<file path="src/rtl/leglite_mc_control_if.sv">
// Handshake and control bundle between the LEGLite datapath/memories and the
// multi-cycle controller. The controller uses the slave modport, the datapath side uses master.
interface leglite_mc_control_if #(
  parameter int unsigned OPW = 4
);
  logic [OPW-1:0] opcode;
  logic           zero;
  logic           imem_ready;
  logic           dmem_ready;
  logic           imem_req;
  logic           ir_write;
  logic           pc_write;
  logic           pc_src;
  logic           reg2loc;
  logic           uncondbranch;
  logic           branch;
  logic           memread;
  logic           memwrite;
  logic           memtoreg;
  logic [2:0]     alu_select;
  logic           alusrc;
  logic           regwrite;
  logic           instr_done;
  logic           bus_err;
  logic           halted;

  modport master (
    output opcode, zero, imem_ready, dmem_ready,
    input  imem_req, ir_write, pc_write, pc_src, reg2loc, uncondbranch, branch,
           memread, memwrite, memtoreg, alu_select, alusrc, regwrite,
           instr_done, bus_err, halted
  );

  modport slave (
    input  opcode, zero, imem_ready, dmem_ready,
    output imem_req, ir_write, pc_write, pc_src, reg2loc, uncondbranch, branch,
           memread, memwrite, memtoreg, alu_select, alusrc, regwrite,
           instr_done, bus_err, halted
  );
endinterface

</file>
<file path="src/rtl/leglite_mc_control.sv">
// LEGLite multi-cycle control FSM (FETCH/DECODE/EXEC/MEM/WB) with memory wait timeout.
// Define ILLEGAL_TRAP_EN to trap illegal opcodes into a sticky HALT state; otherwise they retire as NOPs.
module leglite_mc_control #(
    parameter int unsigned OPW      = 4,
    parameter int unsigned WAIT_MAX = 15
) (
    input logic                 clock,
    input logic                 reset,
    leglite_mc_control_if.slave bus
);

    typedef enum logic [2:0] {S_FETCH, S_DECODE, S_EXEC, S_MEM, S_WB, S_HALT} state_t;

    localparam logic [OPW-1:0] OP_ADD  = OPW'(0);
    localparam logic [OPW-1:0] OP_LD   = OPW'(5);
    localparam logic [OPW-1:0] OP_ST   = OPW'(6);
    localparam logic [OPW-1:0] OP_CBZ  = OPW'(7);
    localparam logic [OPW-1:0] OP_ADDI = OPW'(8);
    localparam logic [OPW-1:0] OP_ANDI = OPW'(9);
    localparam logic [OPW-1:0] OP_B    = OPW'(10);
    localparam logic [7:0]     WAIT_LIM = 8'(WAIT_MAX);

    state_t         state_q, state_d;
    logic [OPW-1:0] op_q, op_d;
    logic [7:0]     wait_cnt_q, wait_cnt_d;

    logic       imem_req_c, ir_write_c, pc_write_c, pc_src_c, reg2loc_c, ubr_c, branch_c;
    logic       memread_c, memwrite_c, memtoreg_c, alusrc_c, regwrite_c;
    logic       done_c, bus_err_c, halted_c;
    logic [2:0] alu_c;
    logic [2:0] op_alu;
    logic       op_alusrc, op_reg2loc;

    function automatic logic is_legal(input logic [OPW-1:0] op);
        case (op)
            OP_ADD, OP_LD, OP_ST, OP_CBZ, OP_ADDI, OP_ANDI, OP_B: return 1'b1;
            default:                                              return 1'b0;
        endcase
    endfunction

    always_ff @(posedge clock or posedge reset) begin
        if (reset) begin
            state_q    <= S_FETCH;
            op_q       <= '0;
            wait_cnt_q <= '0;
        end else begin
            state_q    <= state_d;
            op_q       <= op_d;
            wait_cnt_q <= wait_cnt_d;
        end
    end

    // ALU controls chosen in EXEC stay held through MEM and WB.
    always_comb begin
        op_alu     = 3'd0;
        op_alusrc  = 1'b0;
        op_reg2loc = 1'b0;
        case (op_q)
            OP_ADDI, OP_LD: op_alusrc = 1'b1;
            OP_ANDI: begin op_alu = 3'd4; op_alusrc = 1'b1; end
            OP_ST:   begin op_alusrc = 1'b1; op_reg2loc = 1'b1; end
            OP_CBZ:  begin op_alu = 3'd2; op_reg2loc = 1'b1; end
            default: ;
        endcase
    end

    always_comb begin
        state_d    = state_q;
        op_d       = op_q;
        wait_cnt_d = '0;
        imem_req_c = 1'b0; ir_write_c = 1'b0; pc_write_c = 1'b0; pc_src_c  = 1'b0;
        reg2loc_c  = 1'b0; ubr_c      = 1'b0; branch_c   = 1'b0; memread_c = 1'b0;
        memwrite_c = 1'b0; memtoreg_c = 1'b0; alusrc_c   = 1'b0; regwrite_c = 1'b0;
        done_c     = 1'b0; bus_err_c  = 1'b0; halted_c   = 1'b0; alu_c     = 3'd0;
        case (state_q)
            S_FETCH: begin
                imem_req_c = 1'b1;
                if (bus.imem_ready) begin
                    ir_write_c = 1'b1;
                    pc_write_c = 1'b1;
                    state_d    = S_DECODE;
                end else if (wait_cnt_q == WAIT_LIM) begin
                    bus_err_c = 1'b1;
                end else begin
                    wait_cnt_d = wait_cnt_q + 8'd1;
                end
            end
            S_DECODE: begin
                op_d = bus.opcode;
                if (is_legal(bus.opcode)) begin
                    state_d = S_EXEC;
                end else begin
`ifdef ILLEGAL_TRAP_EN
                    state_d = S_HALT;
`else
                    done_c  = 1'b1;
                    state_d = S_FETCH;
`endif
                end
            end
            S_EXEC: begin
                alu_c     = op_alu;
                alusrc_c  = op_alusrc;
                reg2loc_c = op_reg2loc;
                case (op_q)
                    OP_ADD, OP_ADDI, OP_ANDI: state_d = S_WB;
                    OP_LD, OP_ST:             state_d = S_MEM;
                    OP_CBZ: begin
                        branch_c   = 1'b1;
                        pc_write_c = bus.zero;
                        pc_src_c   = bus.zero;
                        done_c     = 1'b1;
                        state_d    = S_FETCH;
                    end
                    OP_B: begin
                        ubr_c      = 1'b1;
                        pc_write_c = 1'b1;
                        pc_src_c   = 1'b1;
                        done_c     = 1'b1;
                        state_d    = S_FETCH;
                    end
                    default: state_d = S_FETCH;
                endcase
            end
            S_MEM: begin
                alu_c     = op_alu;
                alusrc_c  = op_alusrc;
                reg2loc_c = op_reg2loc;
                if (op_q == OP_LD) begin
                    memread_c  = 1'b1;
                    memtoreg_c = 1'b1;
                end else begin
                    memwrite_c = 1'b1;
                end
                if (bus.dmem_ready) begin
                    if (op_q == OP_LD) begin
                        state_d = S_WB;
                    end else begin
                        done_c  = 1'b1;
                        state_d = S_FETCH;
                    end
                end else if (wait_cnt_q == WAIT_LIM) begin
                    bus_err_c = 1'b1;
                    state_d   = S_FETCH;
                end else begin
                    wait_cnt_d = wait_cnt_q + 8'd1;
                end
            end
            S_WB: begin
                alu_c      = op_alu;
                alusrc_c   = op_alusrc;
                reg2loc_c  = op_reg2loc;
                regwrite_c = 1'b1;
                memtoreg_c = (op_q == OP_LD);
                done_c     = 1'b1;
                state_d    = S_FETCH;
            end
            S_HALT: begin
`ifdef ILLEGAL_TRAP_EN
                halted_c = 1'b1;
`endif
            end
            default: state_d = S_FETCH;
        endcase
    end

    // Outputs are forced low for the whole time reset is asserted, not just at the edge.
    assign bus.imem_req     = imem_req_c & ~reset;
    assign bus.ir_write     = ir_write_c & ~reset;
    assign bus.pc_write     = pc_write_c & ~reset;
    assign bus.pc_src       = pc_src_c & ~reset;
    assign bus.reg2loc      = reg2loc_c & ~reset;
    assign bus.uncondbranch = ubr_c & ~reset;
    assign bus.branch       = branch_c & ~reset;
    assign bus.memread      = memread_c & ~reset;
    assign bus.memwrite     = memwrite_c & ~reset;
    assign bus.memtoreg     = memtoreg_c & ~reset;
    assign bus.alu_select   = reset ? 3'd0 : alu_c;
    assign bus.alusrc       = alusrc_c & ~reset;
    assign bus.regwrite     = regwrite_c & ~reset;
    assign bus.instr_done   = done_c & ~reset;
    assign bus.bus_err      = bus_err_c & ~reset;
    assign bus.halted       = halted_c & ~reset;

endmodule

</file>
<file path="src/flat_wrapper.sv">
// flat-port wrapper written by rule: the top's interface ports become plain ports
module leglite_mc_control_flat 
#(
    parameter int unsigned OPW      = 4,
    parameter int unsigned WAIT_MAX = 15
)
  (clock, reset, bus_opcode, bus_zero, bus_imem_ready, bus_dmem_ready, bus_imem_req, bus_ir_write, bus_pc_write, bus_pc_src, bus_reg2loc, bus_uncondbranch, bus_branch, bus_memread, bus_memwrite, bus_memtoreg, bus_alu_select, bus_alusrc, bus_regwrite, bus_instr_done, bus_bus_err, bus_halted);
  leglite_mc_control_if #(.OPW(OPW)) bus_i ();
  input logic clock;
  input logic reset;
  input wire logic [$bits(bus_i.opcode)-1:0] bus_opcode;
  input wire logic [$bits(bus_i.zero)-1:0] bus_zero;
  input wire logic [$bits(bus_i.imem_ready)-1:0] bus_imem_ready;
  input wire logic [$bits(bus_i.dmem_ready)-1:0] bus_dmem_ready;
  output wire logic [$bits(bus_i.imem_req)-1:0] bus_imem_req;
  output wire logic [$bits(bus_i.ir_write)-1:0] bus_ir_write;
  output wire logic [$bits(bus_i.pc_write)-1:0] bus_pc_write;
  output wire logic [$bits(bus_i.pc_src)-1:0] bus_pc_src;
  output wire logic [$bits(bus_i.reg2loc)-1:0] bus_reg2loc;
  output wire logic [$bits(bus_i.uncondbranch)-1:0] bus_uncondbranch;
  output wire logic [$bits(bus_i.branch)-1:0] bus_branch;
  output wire logic [$bits(bus_i.memread)-1:0] bus_memread;
  output wire logic [$bits(bus_i.memwrite)-1:0] bus_memwrite;
  output wire logic [$bits(bus_i.memtoreg)-1:0] bus_memtoreg;
  output wire logic [$bits(bus_i.alu_select)-1:0] bus_alu_select;
  output wire logic [$bits(bus_i.alusrc)-1:0] bus_alusrc;
  output wire logic [$bits(bus_i.regwrite)-1:0] bus_regwrite;
  output wire logic [$bits(bus_i.instr_done)-1:0] bus_instr_done;
  output wire logic [$bits(bus_i.bus_err)-1:0] bus_bus_err;
  output wire logic [$bits(bus_i.halted)-1:0] bus_halted;
  assign bus_i.opcode = bus_opcode;
  assign bus_i.zero = bus_zero;
  assign bus_i.imem_ready = bus_imem_ready;
  assign bus_i.dmem_ready = bus_dmem_ready;
  assign bus_imem_req = bus_i.imem_req;
  assign bus_ir_write = bus_i.ir_write;
  assign bus_pc_write = bus_i.pc_write;
  assign bus_pc_src = bus_i.pc_src;
  assign bus_reg2loc = bus_i.reg2loc;
  assign bus_uncondbranch = bus_i.uncondbranch;
  assign bus_branch = bus_i.branch;
  assign bus_memread = bus_i.memread;
  assign bus_memwrite = bus_i.memwrite;
  assign bus_memtoreg = bus_i.memtoreg;
  assign bus_alu_select = bus_i.alu_select;
  assign bus_alusrc = bus_i.alusrc;
  assign bus_regwrite = bus_i.regwrite;
  assign bus_instr_done = bus_i.instr_done;
  assign bus_bus_err = bus_i.bus_err;
  assign bus_halted = bus_i.halted;
  leglite_mc_control #(.OPW(OPW), .WAIT_MAX(WAIT_MAX)) u_core (.clock(clock), .reset(reset), .bus(bus_i));
endmodule
</file>
<file path="config.mk">
export PLATFORM = sky130hd
export DESIGN_NAME = leglite_mc_control_flat
export DESIGN_NICKNAME = d
export VERILOG_FILES = /design/src/rtl/leglite_mc_control_if.sv /design/src/rtl/leglite_mc_control.sv /design/src/flat_wrapper.sv
export SDC_FILE = /design/constraint.sdc
export NUM_CORES = 1
export LEC_CHECK = 0
export ABC_AREA = 1
export CORE_ASPECT_RATIO = 0.6
export CORE_UTILIZATION = 43
export DETAILED_ROUTE_END_ITERATION = 8
export GPL_TIMING_DRIVEN = 0
export PLACE_DENSITY = 0.75
export SETUP_SLACK_MARGIN = 0.5
export SLEW_MARGIN = 20
export SYNTH_ARGS = -nofsm -noshare
export SYNTH_HDL_FRONTEND = slang
export SYNTH_SLANG_ARGS = --single-unit
</file>
<file path="constraint.sdc">
create_clock -name clock -period 1.3 [get_ports clock]
set_input_delay 0.195 -clock clock [delete_from_list [all_inputs] [get_ports clock]]
set_output_delay 0.195 -clock clock [all_outputs]
set_load 0.005 [all_outputs]
</file>
# Word-level counts from Yosys, hierarchy flattened
# Index checks and enable logic that the tools add are counted.
dict set report word_totals {
  romBits 0
  mem_count 0
  word_cells 95
  out_inout_bits 18
  ramBits 0
  in_bits 9
  regBits 15
  latchBits 0
}
dict set report classes {
  n_eq_ne 20
  reduce_logical 11
  multipliers 0
  n_shift 0
  n_bitwise 16
  magnitude_cmp 0
  n_div 0
  muxes 44
  n_addsub 1
}
# op n
set ops {}
lappend ops {{$mux 1} 25}
lappend ops {{$eq 4x3->1 const B} 6}
lappend ops {{$eq 4x4->1 const B} 6}
lappend ops {{$mux 8} 3}
lappend ops {{$mux 3} 6}
lappend ops {{$pmux 8 s2} 1}
lappend ops {{$pmux 3 s5} 1}
lappend ops {{$and 1x1->1} 14}
lappend ops {{$pmux 3 s2} 2}
lappend ops {{$add 8x1->8 const B} 1}
lappend ops {{$eq 8x4->1 const B} 1}
lappend ops {{$logic_not 4->1} 2}
lappend ops {{$pmux 1 s2} 4}
lappend ops {{$reduce_or 7->1} 1}
lappend ops {{$eq 3x2->1 const B} 2}
lappend ops {{$eq 3x3->1 const B} 2}
lappend ops {{$reduce_or 2->1} 3}
lappend ops {{$reduce_or 3->1} 2}
lappend ops {{$pmux 1 s4} 1}
lappend ops {{$reduce_or 4->1} 1}
lappend ops {{$eq 3x1->1 const B} 1}
lappend ops {{$logic_not 3->1} 1}
lappend ops {{$ne 3x2->1 const B} 1}
lappend ops {{$reduce_and 3->1} 1}
lappend ops {{3 further kinds} 4}

# Depth between registers and ports, before layout
dict set report logic_depth {
  depth_word 7
  depth_mapped 8
  depth_no_buf 8
}

# Least setup slack after synthesis
# No wires, ideal clock.
dict set report synth_path {
  kind {flip-flop to output port}
  start {reg u_core.wait_cnt_q[0]}
  end {out bus_bus_err}
  path_slack_ns 0.004
  stages_incl_launch_ff 7
  required_ns 1.105
  arrival_ns 1.101
  path_buffers 0
  path_cell_list {dfrtp_1 -> ha_1 -> nand3_1 -> nand3b_1 -> nor2_1 -> nand2_1 -> nor2_1}
}
dict set report synth_between {
  elab_chain_cells 5
  word_cells_on_any_way 6
  cone_classes {eq/ne (1); mux (4); bitwise (1)}
}
# item line_no
set synth_rtl {}
lappend synth_rtl {{from (decl)} leglite_mc_control.sv:25} ;# logic [7:0] wait_cnt_q, wait_cnt_d;
lappend synth_rtl {{from (signal assigned)} leglite_mc_control.sv:49} ;# wait_cnt_q <= wait_cnt_d;
lappend synth_rtl {{$eq 8x4->1 (*)} {leglite_mc_control.sv:82, leglite_mc_control.sv:142}}
lappend synth_rtl {{$mux 1 (*)} {leglite_mc_control.sv:82, leglite_mc_control.sv:142}}
lappend synth_rtl {{$mux 1, on equally long branches} {leglite_mc_control.sv:135, leglite_mc_control.sv:78}}
lappend synth_rtl {{$pmux 1 s2 (*)} leglite_mc_control.sv:75} ;# case (state_q)
lappend synth_rtl {{$and 1x1->1 (*)} leglite_mc_control.sv:182} ;# assign bus.bus_err = bus_err_c & ~reset;
lappend synth_rtl {{to (decl)} flat_wrapper.sv:29} ;# output wire logic [$bits(bus_i.bus_err)-1:0] bus_bus_err;
# Every way passes the cells marked *; elsewhere a longest branch is shown, timed or not.

# Worst setup path after layout
dict set report layout_path {
  start {reg u_core.op_q[1]}
  end {out bus_instr_done}
}
dict set report layout_between {
  elab_chain_cells 5
  word_cells_on_any_way 9
  cone_classes {eq/ne (3); mux (4); bitwise (1); reduce/logical (1)}
}
# item line_no
set layout_rtl {}
lappend layout_rtl {{from (decl)} leglite_mc_control.sv:24} ;# logic [OPW-1:0] op_q, op_d;
lappend layout_rtl {{from (signal assigned)} leglite_mc_control.sv:48} ;# op_q <= op_d;
lappend layout_rtl {{$eq 4x3->1 (tied with other cells)} leglite_mc_control.sv:136} ;# if (op_q == OP_LD) begin
lappend layout_rtl {{$mux 1 or $reduce_or 2->1 (tied branches)} --}
lappend layout_rtl {{$mux 1, on equally long branches} {leglite_mc_control.sv:135, leglite_mc_control.sv:105}}
lappend layout_rtl {{$pmux 1 s4 (*)} leglite_mc_control.sv:75}
lappend layout_rtl {{$and 1x1->1 (*)} leglite_mc_control.sv:181} ;# assign bus.instr_done = done_c & ~reset;
lappend layout_rtl {{to (decl)} flat_wrapper.sv:28} ;# output wire logic [$bits(bus_i.instr_done)-1:0] bus_instr_done;
# Marks and branches as above.

==> flow_summary.json <==
{
  "cts_buffers": 3,
  "cts_tree": "yes",
  "grt_pass1_vias": 1138,
  "grt_overflow_total": 0,
  "slowest_delay_ns": 0.40,
  "synth_warnings": 0,
  "finalSetupViolCount": 26,
  "dieArea_mm2": 0.002613,
  "clock-root-buffer": "clkbuf_8",
  "die_h_um": 40.00,
  "hold_ws_ns": 0.5431,
  "ys_ff_latch": 15,
  "finClkSkew_ns": 0.008566,
  "drc": 0,
  "vias": 1432,
  "final_area_mm2": 0.002012,
  "area_growth_pct": 94.44,
  "layout_setup_ws_ns": -0.5548,
  "status": "finished with violations",
  "via_per_inst": 5.550,
  "end_kind": "output port",
  "period_needed_ns": 1.855,
  "cp_max_fo": 3,
  "grt_max_degree": 16,
  "ant_nets": 0,
  "synth_seq_area_share": 0.3628,
  "place_area_mm2": 0.001395,
  "critPathRequiredTime_ns": 1.11,
  "drive_gt1_frac": 0.6009,
  "synthCells": 150,
  "power.total_mw": 3.915,
  "violations": "negative setup slack",
  "peakVddDrop_mv": 1.568,
  "synth_cell_type_count": 28,
  "hpwlAfterDp_um": 1897,
  "final_common_cell": "buf_4",
  "cts_buffer_depth": 2,
  "hold_viol": 0,
  "cellLeakagePower_nw": 1.039,
  "nFillCells": 89,
  "pin_count": 27,
  "crit_cells": 9,
  "drt_iter0_drc": 140,
  "cts_max_level": 1,
  "final_cell_mix": "buf_4 (26), buf_6 (24), nand2_1 (19), buf_2 (16)",
  "timing.final.crit_share": 1.427,
  "synth_area_mm2": 0.001035,
  "synth_area_per_cell_um2": 6.898,
  "clkLatencyLatePin_ns": 0.26,
  "rr_worst_depth": 8,
  "gp_congestion": 0.8971,
  "drt-total-wl_um": 4736,
  "critPathTopFamily": "simple AND/OR/NAND/NOR gates",
  "finalNonFillerCells": 258,
  "clk_pin_slew_ns": 0.07,
  "path_buf_inv": 2,
  "slowest_stage": "dfrtp_1",
  "final_util": 0.9095,
  "coreArea_mm2": 0.002212,
  "num-nets-final": 239,
  "wl_per_cell_um": 18.36,
  "antenna_found_initial": 0,
  "start_util": 0.4678,
  "fmax_ghz": 0.5391,
  "rsz0062_at_grt": "yes",
  "dieWidth_um": 65.33,
  "grt_pass1_wl_um": 5326,
  "grt_usage": 0.2887,
  "port_buffers": 24,
  "dp_cells": 205,
  "cp-start-kind": "register",
  "powerDensity_mw_per_mm2": 1946,
  "cp_cell_sequence": "inv_2 > nor2_2 > nand2_2 > nand2_2 > nand2_4 > nand3_2 > nor2_1 > nor2_1 > buf_2",
  "num_antenna_cells": 0,
  "cts_hold_buf": 0,
  "first_pass_iters": 4,
  "clock-sinks": 15,
  "row_count": 13,
  "hold_path.class": "input pin to async pin",
  "arrival_ns": 1.66,
  "criticalPathCategory": "register to output port",
  "slew_viol_final": 0,
  "drv_cap": 0
}
==> power breakdown <==
group | internal [mW] | switching, mW | total [mW]
registers | 0.594 | 0.156 | 0.751
clock network | 0.218 | 0.178 | 0.396
logic | 1.35 | 1.41 | 2.77
==> path summary, 6_finish.rpt <==
path | startpoint | endpoint | slack [ns]
max in group asynchronous | reset | u_core.state_q[1] | 0.56
min reg2reg | u_core.wait_cnt_q[7] | u_core.wait_cnt_q[7] | 0.62
max reg2reg | u_core.state_q[1] | u_core.wait_cnt_q[7] | -0.19
max | u_core.op_q[1] | bus_instr_done | -0.55
min in group clock | bus_opcode[1] | u_core.op_q[1] | 0.56
min | reset | u_core.wait_cnt_q[6] | 0.54
==> worst reg2reg max path, stage by stage, from the launching register on <==
cell and delay [ns]:
dfrtp_2 0.44, buf_4 0.15, nand3_4 0.10, buf_6 0.14, o22ai_4 0.17, buf_6 0.13, buf_6 0.10, nand3_1 0.07
nor2_1 0.12
==> repair_timing <==
item | CTS | global route
pin swaps | 20 | 21
endpoints found under the hold margin | 0 | 0
gates resized for setup | 97 | 41
setup endpoints to repair | 46 | 31
setup buffers | 30 | 19
==> cell families (layout without fill, tap and decap cells) <==
group	Yosys count	after routing	synth area share
buffers and inverters	26	103	0.1016
adders and majority gates	1	1	0.01209
xor gates and xnor gates	5	5	0.04232
other	1	2	0.003624
DFF	15	15	0.3628
AOI/OAI and AO/OA	14	14	0.08827
and+or+nand+nor	88	88	0.3894
==> per-layer routing <==
layer	vias to the layer above	wire length (µm)	GRT usage
met5	-	0	0
met4	0	179	0.1359
met3	20	392	0.06250
met2	92	2129	0.4665
met1	689	2034	0.3805
li1	631	-	-
==> state kept, by name (all words and copies together), names as in the netlist <==
name,count
u_core.op_q,4
u_core.state_q,3
u_core.wait_cnt_q,8
==> cells in the mapped netlist <==
cell type,instances,area (µm²)
nor2_1,27,101.4
inv_2,1,3.750
a21oi_1,3,15.01
nand2_2,3,18.77
o21ai_0,5,25.02
clkbuf_1,1,3.750
inv_1,22,82.58
a31oi_1,1,6.260
o2111ai_1,1,8.760
nand4_1,1,6.260
nand3_1,11,55.05
nor3_1,3,15.01
nand3b_1,3,22.52
o211ai_1,1,7.510
nor4_1,1,6.260
buf_4,2,15.01
o21ai_2,1,8.760
dfrtp_1,15,375.4
conb_1,1,3.750
nand3_4,1,17.52
o22ai_2,1,12.51
nor4_2,1,12.51
xor2_1,5,43.79
nand2_1,35,131.4
nand3_2,1,10.01
o21bai_1,1,7.510
nor2_2,1,6.260
ha_1,1,12.51
==> stage by stage <==
| stage | setup slack (ns) | TNS [ns] |
|---|---|---|
| final | -0.5548 | -7.307 |
| after global routing | -0.6319 | -8.389 |
| after CTS | -0.3486 | -3.756 |
| after detailed placement | -1.006 | -10.86 |
| after global placement | -1.005 | -10.79 |
| after floorplan | 0.02181 | 0 |
==> cell type report <==
type | count | area, µm² | share of cell area
Inverter | 23 | 92.59 | 0.04602
Sequential cell | 15 | 377.9 | 0.1878
Tap cell | 30 | 37.54 | 0.01866
Timing Repair Buffer | 73 | 630.6 | 0.3134
Buffer | 3 | 22.52 | 0.01119
Multi-Input combinational cell | 110 | 805.8 | 0.4005
Clock buffer | 4 | 45.04 | 0.02239
No activity file was read; power rests on OpenSTA's default activity.
